`config.mk`:
```
export PLATFORM = sky130hd
export DESIGN_NAME = muldiv_sequencer
export DESIGN_NICKNAME = d
export VERILOG_FILES = /design/src/rtl/muldiv_pkg.sv /design/src/rtl/muldiv_iter_dp.sv /design/src/rtl/muldiv_sequencer.sv
export SDC_FILE = /design/constraint.sdc
export NUM_CORES = 1
export LEC_CHECK = 0
export ABC_AREA = 1
export CAP_MARGIN = 20
export CORE_AREA = 3 3 235 237
export CTS_BUF_LIST = sky130_fd_sc_hd__clkbuf_8 sky130_fd_sc_hd__clkbuf_16
export DETAILED_ROUTE_END_ITERATION = 12
export DIE_AREA = 0 0 238 240
export DONT_BUFFER_PORTS = 1
export SYNTH_ARGS = -nofsm -noshare
export SYNTH_HDL_FRONTEND = slang
export SYNTH_HIERARCHICAL = 1
export SYNTH_SLANG_ARGS = --single-unit
```
`constraint.sdc`:
```
create_clock -name clk -period 9.7 [get_ports clk]
set_input_delay 1.94 -clock clk [delete_from_list [all_inputs] [get_ports clk]]
set_output_delay 1.94 -clock clk [all_outputs]
set_load 0.01 [all_outputs]
```
`src/rtl/muldiv_pkg.sv`:
```
// muldiv_pkg
//   Shared types and constants for the HI/LO multiply/divide sequencer.
//   - state_t : sequencer FSM encoding (IDLE/ITER/FIXUP)
//   - op_t    : latched operation (MULT/MULTU/DIV/DIVU)
//   - XLEN_DEF and the divide-by-zero result constants
//   Optional build macro used by the sequencer: MULDIV_EARLY_TERM_EN.
package muldiv_pkg;

  localparam int XLEN_DEF = 32;

  typedef enum logic [1:0] {
    S_IDLE  = 2'b00,
    S_ITER  = 2'b01,
    S_FIXUP = 2'b10
  } state_t;

  typedef enum logic [1:0] {
    MD_MULT  = 2'b00,
    MD_MULTU = 2'b01,
    MD_DIV   = 2'b10,
    MD_DIVU  = 2'b11
  } op_t;

  // Divide by zero: every quotient bit is this value (all ones); the
  // remainder is the dividend unchanged.
  localparam bit DIV0_QUOT_FILL = 1'b1;

  function automatic logic op_is_div(input op_t op);
    return op[1];
  endfunction

  function automatic logic op_is_signed(input op_t op);
    return ~op[0];
  endfunction

endpackage

```
`src/rtl/muldiv_iter_dp.sv`:
```
// muldiv_iter_dp
//   Iterative datapath for the multiply/divide sequencer. No FSM: the
//   sequencer pulses load once, then step once per iteration, and samples
//   res_hi/res_lo (already sign-corrected) in its FIXUP cycle.
// Ports
//   clk, rst_n     clock, async active-low reset
//   load           capture operands (magnitudes, signs, op)
//   step           perform one shift-add or restoring-subtract iteration
//   op             operation to capture on load
//   rs_val, rt_val operands A/dividend and B/divisor
//   res_hi, res_lo sign-corrected results (upper/remainder, lower/quotient)
//   mplier_empty   multiplier bits left after the current step are all zero
module muldiv_iter_dp
  import muldiv_pkg::*;
#(
  parameter int XLEN = XLEN_DEF
) (
  input  logic            clk,
  input  logic            rst_n,
  input  logic            load,
  input  logic            step,
  input  op_t             op,
  input  logic [XLEN-1:0] rs_val,
  input  logic [XLEN-1:0] rt_val,
  output logic [XLEN-1:0] res_hi,
  output logic [XLEN-1:0] res_lo,
  output logic            mplier_empty
);

  // Register roles:
  //   multiply: acc = product, mcand = shifted multiplicand, mq = multiplier
  //   divide:   acc[XLEN:0] = partial remainder, mcand[XLEN-1:0] = divisor,
  //             mq = dividend bits shifting out / quotient bits shifting in
  logic [2*XLEN-1:0] acc, acc_nxt;
  logic [2*XLEN-1:0] mcand, mcand_nxt;
  logic [XLEN-1:0]   mq, mq_nxt;
  op_t               op_q;
  logic              neg_res;
  logic              neg_rem;
  logic              div0;

  logic              rs_neg, rt_neg;
  logic [XLEN-1:0]   rs_mag, rt_mag;
  logic [XLEN:0]     shifted, diff;

  always_comb begin
    rs_neg = op_is_signed(op) & rs_val[XLEN-1];
    rt_neg = op_is_signed(op) & rt_val[XLEN-1];
    rs_mag = rs_neg ? (~rs_val + 1'b1) : rs_val;
    rt_mag = rt_neg ? (~rt_val + 1'b1) : rt_val;
  end

  always_comb begin
    acc_nxt   = acc;
    mcand_nxt = mcand;
    mq_nxt    = mq;
    shifted   = {acc[XLEN-1:0], mq[XLEN-1]};
    diff      = shifted - {1'b0, mcand[XLEN-1:0]};
    if (op_is_div(op_q)) begin
      // diff[XLEN] set means the trial subtract went negative: restore.
      if (!diff[XLEN]) begin
        acc_nxt = {{(XLEN-1){1'b0}}, diff};
        mq_nxt  = {mq[XLEN-2:0], 1'b1};
      end else begin
        acc_nxt = {{(XLEN-1){1'b0}}, shifted};
        mq_nxt  = {mq[XLEN-2:0], 1'b0};
      end
    end else begin
      // Multiplicand shifts left instead of the product shifting right, so
      // acc is the exact product as soon as the multiplier runs out of ones.
      acc_nxt   = acc + (mq[0] ? mcand : '0);
      mcand_nxt = {mcand[2*XLEN-2:0], 1'b0};
      mq_nxt    = {1'b0, mq[XLEN-1:1]};
    end
  end

  always_ff @(posedge clk or negedge rst_n) begin
    if (!rst_n) begin
      acc     <= '0;
      mcand   <= '0;
      mq      <= '0;
      op_q    <= MD_MULT;
      neg_res <= 1'b0;
      neg_rem <= 1'b0;
      div0    <= 1'b0;
    end else if (load) begin
      acc     <= '0;
      op_q    <= op;
      neg_res <= rs_neg ^ rt_neg;
      neg_rem <= rs_neg;
      div0    <= op_is_div(op) && (rt_val == '0);
      if (op_is_div(op)) begin
        mcand <= {{XLEN{1'b0}}, rt_mag};
        mq    <= rs_mag;
      end else begin
        mcand <= {{XLEN{1'b0}}, rs_mag};
        mq    <= rt_mag;
      end
    end else if (step) begin
      acc   <= acc_nxt;
      mcand <= mcand_nxt;
      mq    <= mq_nxt;
    end
  end

  logic [2*XLEN-1:0] prod;
  logic [XLEN-1:0]   quot, rem;

  always_comb begin
    prod = neg_res ? (~acc + 1'b1) : acc;
    rem  = neg_rem ? (~acc[XLEN-1:0] + 1'b1) : acc[XLEN-1:0];
    if (div0)
      quot = {XLEN{DIV0_QUOT_FILL}};
    else
      quot = neg_res ? (~mq + 1'b1) : mq;
    if (op_is_div(op_q)) begin
      res_hi = rem;
      res_lo = quot;
    end else begin
      res_hi = prod[2*XLEN-1:XLEN];
      res_lo = prod[XLEN-1:0];
    end
  end

  assign mplier_empty = (mq[XLEN-1:1] == '0);

endmodule

```
`src/rtl/muldiv_sequencer.sv`:
```
// muldiv_sequencer
//   Multi-cycle MULT/MULTU/DIV/DIVU sequencer and owner of the HI/LO
//   registers. Stalls the core while an operation is in flight and a
//   HI/LO access or a new multiply/divide is requested.
//   Build macro: MULDIV_EARLY_TERM_EN -- multiply leaves ITER once the
//   remaining multiplier bits are zero (results unchanged).
// Ports
//   clk, rst_n                 clock, async active-low reset
//   mult_en, div_en            issue MULT*/DIV* (mult_en wins if both)
//   unsigned_instr             1 = MULTU/DIVU
//   hi_write, lo_write         MTHI/MTLO (only when no mult/div issue)
//   hi_read, lo_read           MFHI/MFLO in decode
//   rs_val, rt_val             operands / MTHI-MTLO data
//   hi, lo                     architectural HI/LO
//   busy                       operation in flight
//   stall                      freeze PC and decode this cycle
//   done                       one-cycle pulse in FIXUP
//
// state | meaning
// IDLE  | no op in flight; accepts issue and MTHI/MTLO
// ITER  | one multiply/divide bit per cycle; HI/LO hold old values
// FIXUP | sign correction; HI/LO written at the end of this cycle
module muldiv_sequencer
  import muldiv_pkg::*;
#(
  parameter int XLEN = XLEN_DEF
) (
  input  logic            clk,
  input  logic            rst_n,
  input  logic            mult_en,
  input  logic            div_en,
  input  logic            unsigned_instr,
  input  logic            hi_write,
  input  logic            lo_write,
  input  logic            hi_read,
  input  logic            lo_read,
  input  logic [XLEN-1:0] rs_val,
  input  logic [XLEN-1:0] rt_val,
  output logic [XLEN-1:0] hi,
  output logic [XLEN-1:0] lo,
  output logic            busy,
  output logic            stall,
  output logic            done
);

  localparam int CW = $clog2(XLEN) + 1;
  localparam logic [CW-1:0] COUNT_LAST = CW'(XLEN - 1);

`ifdef MULDIV_EARLY_TERM_EN
  localparam bit EARLY_TERM = 1'b1;
`else
  localparam bit EARLY_TERM = 1'b0;
`endif

  state_t          state;
  op_t             op_q;
  op_t             op_sel;
  logic [CW-1:0]   count;
  logic            load;
  logic            step;
  logic            iter_exit;
  logic [XLEN-1:0] res_hi, res_lo;
  logic            mplier_empty;

  always_comb begin
    op_sel = MD_MULT;
    if (mult_en)
      op_sel = unsigned_instr ? MD_MULTU : MD_MULT;
    else
      op_sel = unsigned_instr ? MD_DIVU : MD_DIV;
  end

  assign load = (state == S_IDLE) && (mult_en || div_en);
  assign step = (state == S_ITER);

  // EARLY_TERM is a build-time constant; with it clear only the count matters.
  assign iter_exit = (count == COUNT_LAST) ||
                     (EARLY_TERM && !op_is_div(op_q) && mplier_empty);

  assign stall = busy & (mult_en | div_en | hi_read | lo_read | hi_write | lo_write);

  muldiv_iter_dp #(.XLEN(XLEN)) u_dp (
    .clk          (clk),
    .rst_n        (rst_n),
    .load         (load),
    .step         (step),
    .op           (op_sel),
    .rs_val       (rs_val),
    .rt_val       (rt_val),
    .res_hi       (res_hi),
    .res_lo       (res_lo),
    .mplier_empty (mplier_empty)
  );

  always_ff @(posedge clk or negedge rst_n) begin
    if (!rst_n) begin
      state <= S_IDLE;
      op_q  <= MD_MULT;
      count <= '0;
      hi    <= '0;
      lo    <= '0;
      busy  <= 1'b0;
      done  <= 1'b0;
    end else begin
      case (state)
        S_IDLE: begin
          done <= 1'b0;
          if (load) begin
            op_q  <= op_sel;
            count <= '0;
            busy  <= 1'b1;
            state <= S_ITER;
          end else begin
            if (hi_write) hi <= rs_val;
            if (lo_write) lo <= rs_val;
          end
        end
        S_ITER: begin
          count <= count + 1'b1;
          if (iter_exit) begin
            done  <= 1'b1;
            state <= S_FIXUP;
          end
        end
        S_FIXUP: begin
          hi    <= res_hi;
          lo    <= res_lo;
          done  <= 1'b0;
          busy  <= 1'b0;
          state <= S_IDLE;
        end
        default: begin
          done  <= 1'b0;
          busy  <= 1'b0;
          state <= S_IDLE;
        end
      endcase
    end
  end

endmodule
```
# --- Word-level counts from Yosys, hierarchy flattened ---
# Cells that the tools add are included.
word_totals:
  word_cells: 100
  register_bits: 239
  inputBits: 73
op_classes:
  n_bitwise: 16
  muxes: 40
  n_eq_ne: 9
  n_addsub: 8
  n_reduce_logical: 14
ops:
  columns: ["cell", "count"]
  rows:
  - ["$mux W32", 16]
  - ["$mux W64", 8]
  - ["$add A32 B1 Y32 const B", 4]
  - ["$not A32 Y32", 4]
  - ["$pmux W32 S2", 2]
  - ["$add A64 B1 Y64 const B", 1]
  - ["$add A64 B64 Y64", 1]
  - ["$not A64 Y64", 1]
  - ["$mux W33", 1]
  - ["$sub A33 B32 Y33", 1]
  - ["$logic_not A32 Y1", 1]
  - ["$pmux W6 S2", 1]
  - ["$ne A2 B2 Y1 const B", 5]
  - ["$reduce_and A2 Y1", 4]
  - ["$add A6 B1 Y6 const B", 1]
  - ["$eq A6 B5 Y1 const B", 1]
  - ["$mux W1", 6]
  - ["$mux W2", 3]
  - ["$mux W6", 1]
  - ["$reduce_and A3 Y1", 2]
  - ["$reduce_bool A2 Y1", 3]
  - ["$or A1 B1 Y1", 5]
  - ["$pmux W2 S2", 1]
  - ["$and A1 B1 Y1", 3]
  - ["other kinds (9)", 11]

# --- Longest topological paths before layout ---
# Gate-level depths: netlist of the first run.
depth:
  word_depth: 7
  mapped_depth: 21
  ltp_nobuf: 19

# --- By module ---
# Netlist of the first run, hierarchy kept.
modules_own_cells:
  columns: ["mod", "cells_per_inst", "instances", "area_each_um2"]
  rows:
  - ["muldiv_iter_dp", 4248, 1, 22810.6]
  - ["muldiv_sequencer", 522, 1, 3741.1]

# --- Worst setup path after synthesis of the first run ---
# OpenSTA, ideal clock, no wires.
synth_timing:
  kind: "input to output"
  from: "input port mult_en"
  to: "output port stall"
  stages: 4
  t_arrival_ns: 2.322
  path_slack_ns: 5.438
  required_time_ns: 7.760
  n_path_buf: 0
  path_cell_list: "inv_1 -> nand2_1 -> o21ai_0 -> inv_1"
synth_via:
  elab_chain_len: 6
synth_rtl:
  columns: ["item", "line", "source"]
  rows:
  - ["from (decl)", "muldiv_sequencer.sv:30", "input logic mult_en,"]
  - ["$or A1 B1 Y1 (5 in series)", "muldiv_sequencer.sv:80", "assign stall = busy & (mult_en | div_en | hi_read | lo_read | hi_write | lo_write);"]
  - ["$and A1 B1 Y1", "muldiv_sequencer.sv:80", null]
  - ["to (decl)", "muldiv_sequencer.sv:42", "output logic stall,"]
# No other way between the ends.

# --- Worst setup path in the final report of the first run ---
layout_timing:
  from: "input port mult_en"
  to: "register u_dp.mcand[3]"
layout_via:
  elab_cells_between_ends: 13
  cone_classes: "eq/ne (1); mux (5); bitwise (3); reduce/logical (4)"
layout_rtl:
  columns: ["item", "line", "source"]
  rows:
  - ["$logic_or A1 B1 Y1 (*)", "muldiv_sequencer.sv:73", "assign load = (state == S_IDLE) && (mult_en || div_en);"]
  - ["$logic_and A1 B1 Y1 (*)", "muldiv_sequencer.sv:73", null]
  - ["via load", "muldiv_sequencer.sv:59", "logic load;"]
  - ["$ne A2 B2 Y1 (no line) / $reduce_bool A2 Y1 (equally long branches)", null, null]
  - ["$reduce_and A2 Y1 (no line)", null, null]
  - ["to (signal assigned)", "muldiv_iter_dp.sv:93", "mcand <= {{XLEN{1'b0}}, rt_mag};"]
  - ["to (signal assigned)", "muldiv_iter_dp.sv:96", "mcand <= {{XLEN{1'b0}}, rs_mag};"]
  - ["to (signal assigned)", "muldiv_iter_dp.sv:101", "mcand <= mcand_nxt;"]
  - ["to (decl)", "muldiv_iter_dp.sv:35", "logic [2*XLEN-1:0] mcand, mcand_nxt;"]
# The timed path passes the listed nets; every way through them passes the cells marked *.
# A chain may end at the register's enable or synchronous reset.

==> results.yml, run 1 <==
outcome:
  outcome: "finished clean"
place:
  pre_cts_slack_ns: 3.53
  port_buffers: 0
  hpwlAfterDp_um: 89700
  post-place-cells: 5326
  gp_congestion: 1.03
timing:
  clock_skew_ns: 0.0122
  fin_hold_ws_ns: 0.513
  setup_viol: 0
  maxSlewViolCount: 0
  period_needed_ns: 5.76
  timing.final.crit_share_pct: 59.3
  tightest_slew_ns: 1.21
  worst_slack_ns: 3.94
  max-slew-margin-rel_pct: 18.7
  setup_tns_ns: 0
  timing.fmax_mhz: 174
  hold_viol: 0
  rsz0062_at_grt: "no"
yosys:
  synth_cells: 4768
  syn-cell-area_sq_um: 26500
  syn_nets: 4944
  yosysWarnings: 6
  avgSynthCellArea_sq_um: 5.57
global_routing:
  grt_pass1_wl_um: 167000
  grt_overflow: 0
  grt_pass1_vias: 27000
  grt_max_degree: 239
  track_usage_pct: 38.1
  antenna_found_initial: 0
die:
  fp-row-count: 85
  die_area_sq_um: 57100
  core_area_sq_um: 53500
  die_h_um: 240
  ios: 140
  start_util_pct: 49.6
  die_w_um: 238
route:
  vias: 30500
  dr.pass1.iters: 7
  drt_iter0_drc: 3864
  viasPerCell: 5.67
  ant_nets: 0
  drc: 0
  wire_per_inst_um: 21.0
  drt-total-wl_um: 113000
clock_tree:
  holdBufCountCts: 0
  cts_buffers: 31
  cts_resized: 0
  clock_path_buffers: 3
  post_cts_buffers: 0
  cts_num_sinks: 238
  clkSlewWorstSetupHoldPaths_ns: 0.06
  cts_tree: "yes"
  clockRootBuffer: "clkbuf_16"
  htreeDepth: 1
  clk_latency_ns: 0.60
setup_path:
  start_kind: "primary input"
  critPathKind: "primary input to flop"
  endpoint_kind: "flop"
  required_ns: 10.19
  critPathMaxFanout: 49
  arrival_ns: 6.25
final_layout:
  antenna_cells: 0
  syn_to_final_growth_pct: 5.90
  layout.nets: 4841
  final_cells: 5386
  drive_gt1_share_pct: 3.50
power_and_ir_drop:
  p_leak_uw: 0.0156
  finalPower_uw: 11100
  powerDensity_nw_per_um2: 397
  ir_worst_vdd_uv: 219
job:
  cap_violations: 0
worst_hold_path:
  min_path_type: "flop to flop"
==> critical path: stages <==
cell,delay (ns)
inv_1,0.22
nand2_1,0.16
nand2_1,0.12
inv_2,0.19
nor2_4,0.16
buf_4,0.47
buf_4,0.57
inv_1,0.08
buf_4,0.29
nand2_2,0.77
inv_1,0.44
buf_4,0.40
o21ai_0,0.24
inv_1,0.05
==> through the flow <==
stage	cell area (sq um)	util (%)
2_1_floorplan	26500	-
3_3_place_gp	26900	50.3
3_5_place_dp	27000	50.4
4_1_cts	28100	52.5
5_1_grt	28100	52.5
6_report	28100	52.5
==> path summary, 6_finish.rpt <==
| kind | depth (start not counted) | slack, ns | start | endpoint |
|---|---|---|---|---|
| worst max-delay path | 14 | 3.94 | mult_en | u_dp/mcand[3] |
| worst min-delay path | 1 | 0.51 | count[0] | count[0] |
| worst max register to register | 12 | 4.86 | state[0] | u_dp/mcand[3] |
| worst min register to register | 1 | 0.51 | count[0] | count[0] |
| max in group asynchronous | 0 | 8.10 | rst_n | u_dp/op_q[1] |
| min in group asynchronous | 0 | 1.03 | rst_n | u_dp/mcand[52] |
==> state kept, by name, summed over array words and instances (netlist names) <==
register	cells
lo	32
state	2
u_dp/acc	64
hi	32
u_dp/neg_rem	1
u_dp/div0	1
u_dp/mcand	64
u_dp/neg_res	1
u_dp/op_q	1
count	6
busy	1
u_dp/mq	32
done	1
==> power by group <==
group | internal, uW | switching [uW] | total (uW)
combinational | 2290 | 5250 | 7550
clock | 771 | 500 | 1270
sequential | 1440 | 894 | 2330
total | 4500 | 6650 | 11100
==> placed cells by master, fill, tap and decap left out, drive strengths merged, types with 42 or more instances in the layout <==
master  instances
o21ai         274
dfrtp         238
inv           767
nor2          431
a21oi         270
nand2        1769
o22ai          42
nand3         433
xor2           64
ha            101
nor3           45
==> layout make-up <==
cell class                      count  area [sq um]
Fill cell                        5908         25400
Multi-Input combinational cell   3603         17000
Sequential cell                   238          5960
Inverter                          761          2860
Tap cell                          696           871
Clock buffer                       35           831
Clock inverter                     23           279
Timing Repair Buffer               30           273
==> routing by layer <==
metal / global-route usage, % / share of wire (%)
met2: 56.6 / 41
met1: 55.2 / 44
met5: 1.18 / 0.081
met4: 12.7 / 3.9
met3: 7.34 / 11
Power figures use the tool's default switching activity.
==> run 2: changes to the inputs <==
Settings changed: ABC_AREA 1 to 0, CORE_AREA 3 3 235 237 to 3 3 217 219, DIE_AREA 0 0 238 240 to 0 0 220 222.
Clock period 9.7 ns to 5.5 ns, I/O delays scaled along.
==> run 2 against run 1 <==
Synthesized cell count down 43%. Sequential share of layout area increased by 3.8 points. Via count fell by 33%. Worst hold slack lost 0.33 ns. Non-clock buffer count increased by 9. Total power is 45% higher. Design area down 15%. Clock skew increased by 0.013 ns. First-iteration DRC count is 48% lower. Routed wire length down 30%. Critical path type is now flop to flop.
==> results.yml, run 2 <==
timing:
  timing.fmax_mhz: 199
  maxSlewViolCount: 0
  period_needed_ns: 5.01
  rsz0062_at_grt: "no"
  clock_skew_ns: 0.0251
  setup_viol: 0
  timing.final.crit_share_pct: 91.2
  max-slew-margin-rel_pct: 23.6
  hold_viol: 0
  setup_tns_ns: 0
  tightest_slew_ns: 1.15
clock_tree:
  clockRootBuffer: "clkbuf_16"
  clkSlewWorstSetupHoldPaths_ns: 0.06
  holdBufCountCts: 0
  post_cts_buffers: 0
  clock_path_buffers: 3
  clk_latency_ns: 0.61
  cts_buffers: 31
  cts_num_sinks: 238
  htreeDepth: 1
  cts_tree: "yes"
  cts_resized: 0
final_layout:
  top_regs: "u_dp/acc x64, u_dp/mcand x64"
  drive_gt1_share_pct: 11.0
  fill_cells: 4315
  syn_to_final_growth_pct: 5.51
  final_common_cell: "nand2_1"
  antenna_cells: 0
  layout.nets: 2769
  layout_common_cells: "nand2_1 (288), o21ai_0 (246), dfrtp_1 (236)"
setup_path:
  required_ns: 6.03
  start_kind: "flop"
  reg2reg_from: "u_dp/acc[0]"
  r2r_cells: 18
  arrival_ns: 5.54
  critPathKind: "flop to flop"
  r2r_slack_ns: 0.49
  endpoint_kind: "flop"
  r2r_end: "u_dp/acc[3]"
  critPathMaxFanout: 19
route:
  dr.pass1.iters: 8
  drt-total-wl_um: 78600
  viasPerCell: 6.34
  ant_nets: 0
  wire_per_inst_um: 24.4
  drt_iter0_drc: 2015
  vias: 20400
  drc: 0
power_and_ir_drop:
  clkPwrFrac_pct: 13.6
  powerDensity_nw_per_um2: 677
  p_leak_uw: 0.0104
  p_seq_share_pct: 23.5
  switching_share_pct: 51.5
  p_int_uw: 7830
  switchingPower_uw: 8290
  comb_power_share_pct: 63.0
  finalPower_uw: 16100
  ir_worst_vdd_uv: 300
die:
  die_area_sq_um: 48800
  die_w_um: 220
  die_h_um: 222
  fp-row-count: 78
  ios: 140
  start_util_pct: 49.9
  core_area_sq_um: 45300
outcome:
  outcome: "finished clean"
yosys:
  yosysWarnings: 6
  avgSynthCellArea_sq_um: 8.33
  syn-cell-area_sq_um: 22600
  syn_nets: 2885
  synth_cells: 2709
place:
  hpwlAfterDp_um: 59700
  port_buffers: 0
  gp_congestion: 0.989
global_routing:
  antenna_found_initial: 1
  grt_overflow: 0
  grt_max_degree: 239
  grt_pass1_vias: 19700
  grt_pass1_wl_um: 119000
  track_usage_pct: 31.2
worst_hold_path:
  min_path_type: "primary input to async pin"
job:
  cap_violations: 0
## run 2: area by class of cell
type / instances / area, sq um / area share, %
clock inverter: 24 / 272 / 1.14
inverter: 79 / 299 / 1.26
timing repair buffer: 39 / 325 / 1.37
multi-input combinational: 2204 / 15400 / 64.6
clock buffer: 34 / 817 / 3.43
sequential: 238 / 5960 / 25.0
tap: 600 / 751 / 3.15
## run 2: worst max path at each step
stage | end | startpoint | cells past startpoint
floorplan | u_dp/acc[17] | u_dp/acc[8] | 16
global route | u_dp/acc[3] | u_dp/acc[0] | 18
CTS | u_dp/acc[3] | u_dp/acc[8] | 17
finish | u_dp/acc[3] | u_dp/acc[0] | 18
detailed placement | u_dp/acc[3] | u_dp/acc[8] | 17
global placement | u_dp/acc[3] | u_dp/acc[8] | 17
## run 2: worst max-delay path, stage by stage (launching register included)
cell	delay (ns)
dfrtp_1	0.50
inv_1	0.14
fa_1	0.48
nor2b_1	0.19
o31a_1	0.27
a221o_1	0.24
nand2_1	0.12
o31ai_1	0.42
a21oi_1	0.18
a21oi_1	0.25
a21o_1	0.16
a21o_1	0.12
ha_1	0.14
buf_4	0.24
clkinv_1	0.60
o31ai_1	0.46
nand2_1	0.10
o311a_1	0.16
nor3_1	0.15
## run 2: stage by stage
stage	hold WS (ns)	cell area, sq um	std cells	util [%]	setup WS [ns]
after floorplan	0.454	22600	2709	-	1.46
after global placement	0.485	22700	3157	50.1	0.683
after detailed placement	0.494	22700	3158	50.1	0.606
after CTS	0.164	23800	3216	52.5	0.558
after global routing	0.170	23800	3218	52.6	0.209
final	0.184	23800	3218	52.6	0.487
## run 2: metal layers
| metal | vias to the layer above | share of wire (%) | GRT usage, % |
|---|---|---|---|
| met4 | 0 | 5.2 | 13.5 |
| li1 | 9521 | - | - |
| met1 | 9816 | 43 | 43.0 |
| met5 | - | 0 | 0 |
| met3 | 192 | 7.4 | 5.03 |
| met2 | 874 | 44 | 48.4 |
## run 2: power groups by stage
| stage | sequential, uW | combinational [uW] | clock [uW] |
|---|---|---|---|
| 2_1_floorplan | 3200 | 7620 | 0 |
| 3_3_place_gp | 3740 | 9800 | 0 |
| 3_5_place_dp | 3770 | 9880 | 0 |
| 4_1_cts | 3750 | 9940 | 2220 |
| 5_1_grt | 3880 | 11000 | 2300 |
| 6_report | 3780 | 10100 | 2190 |
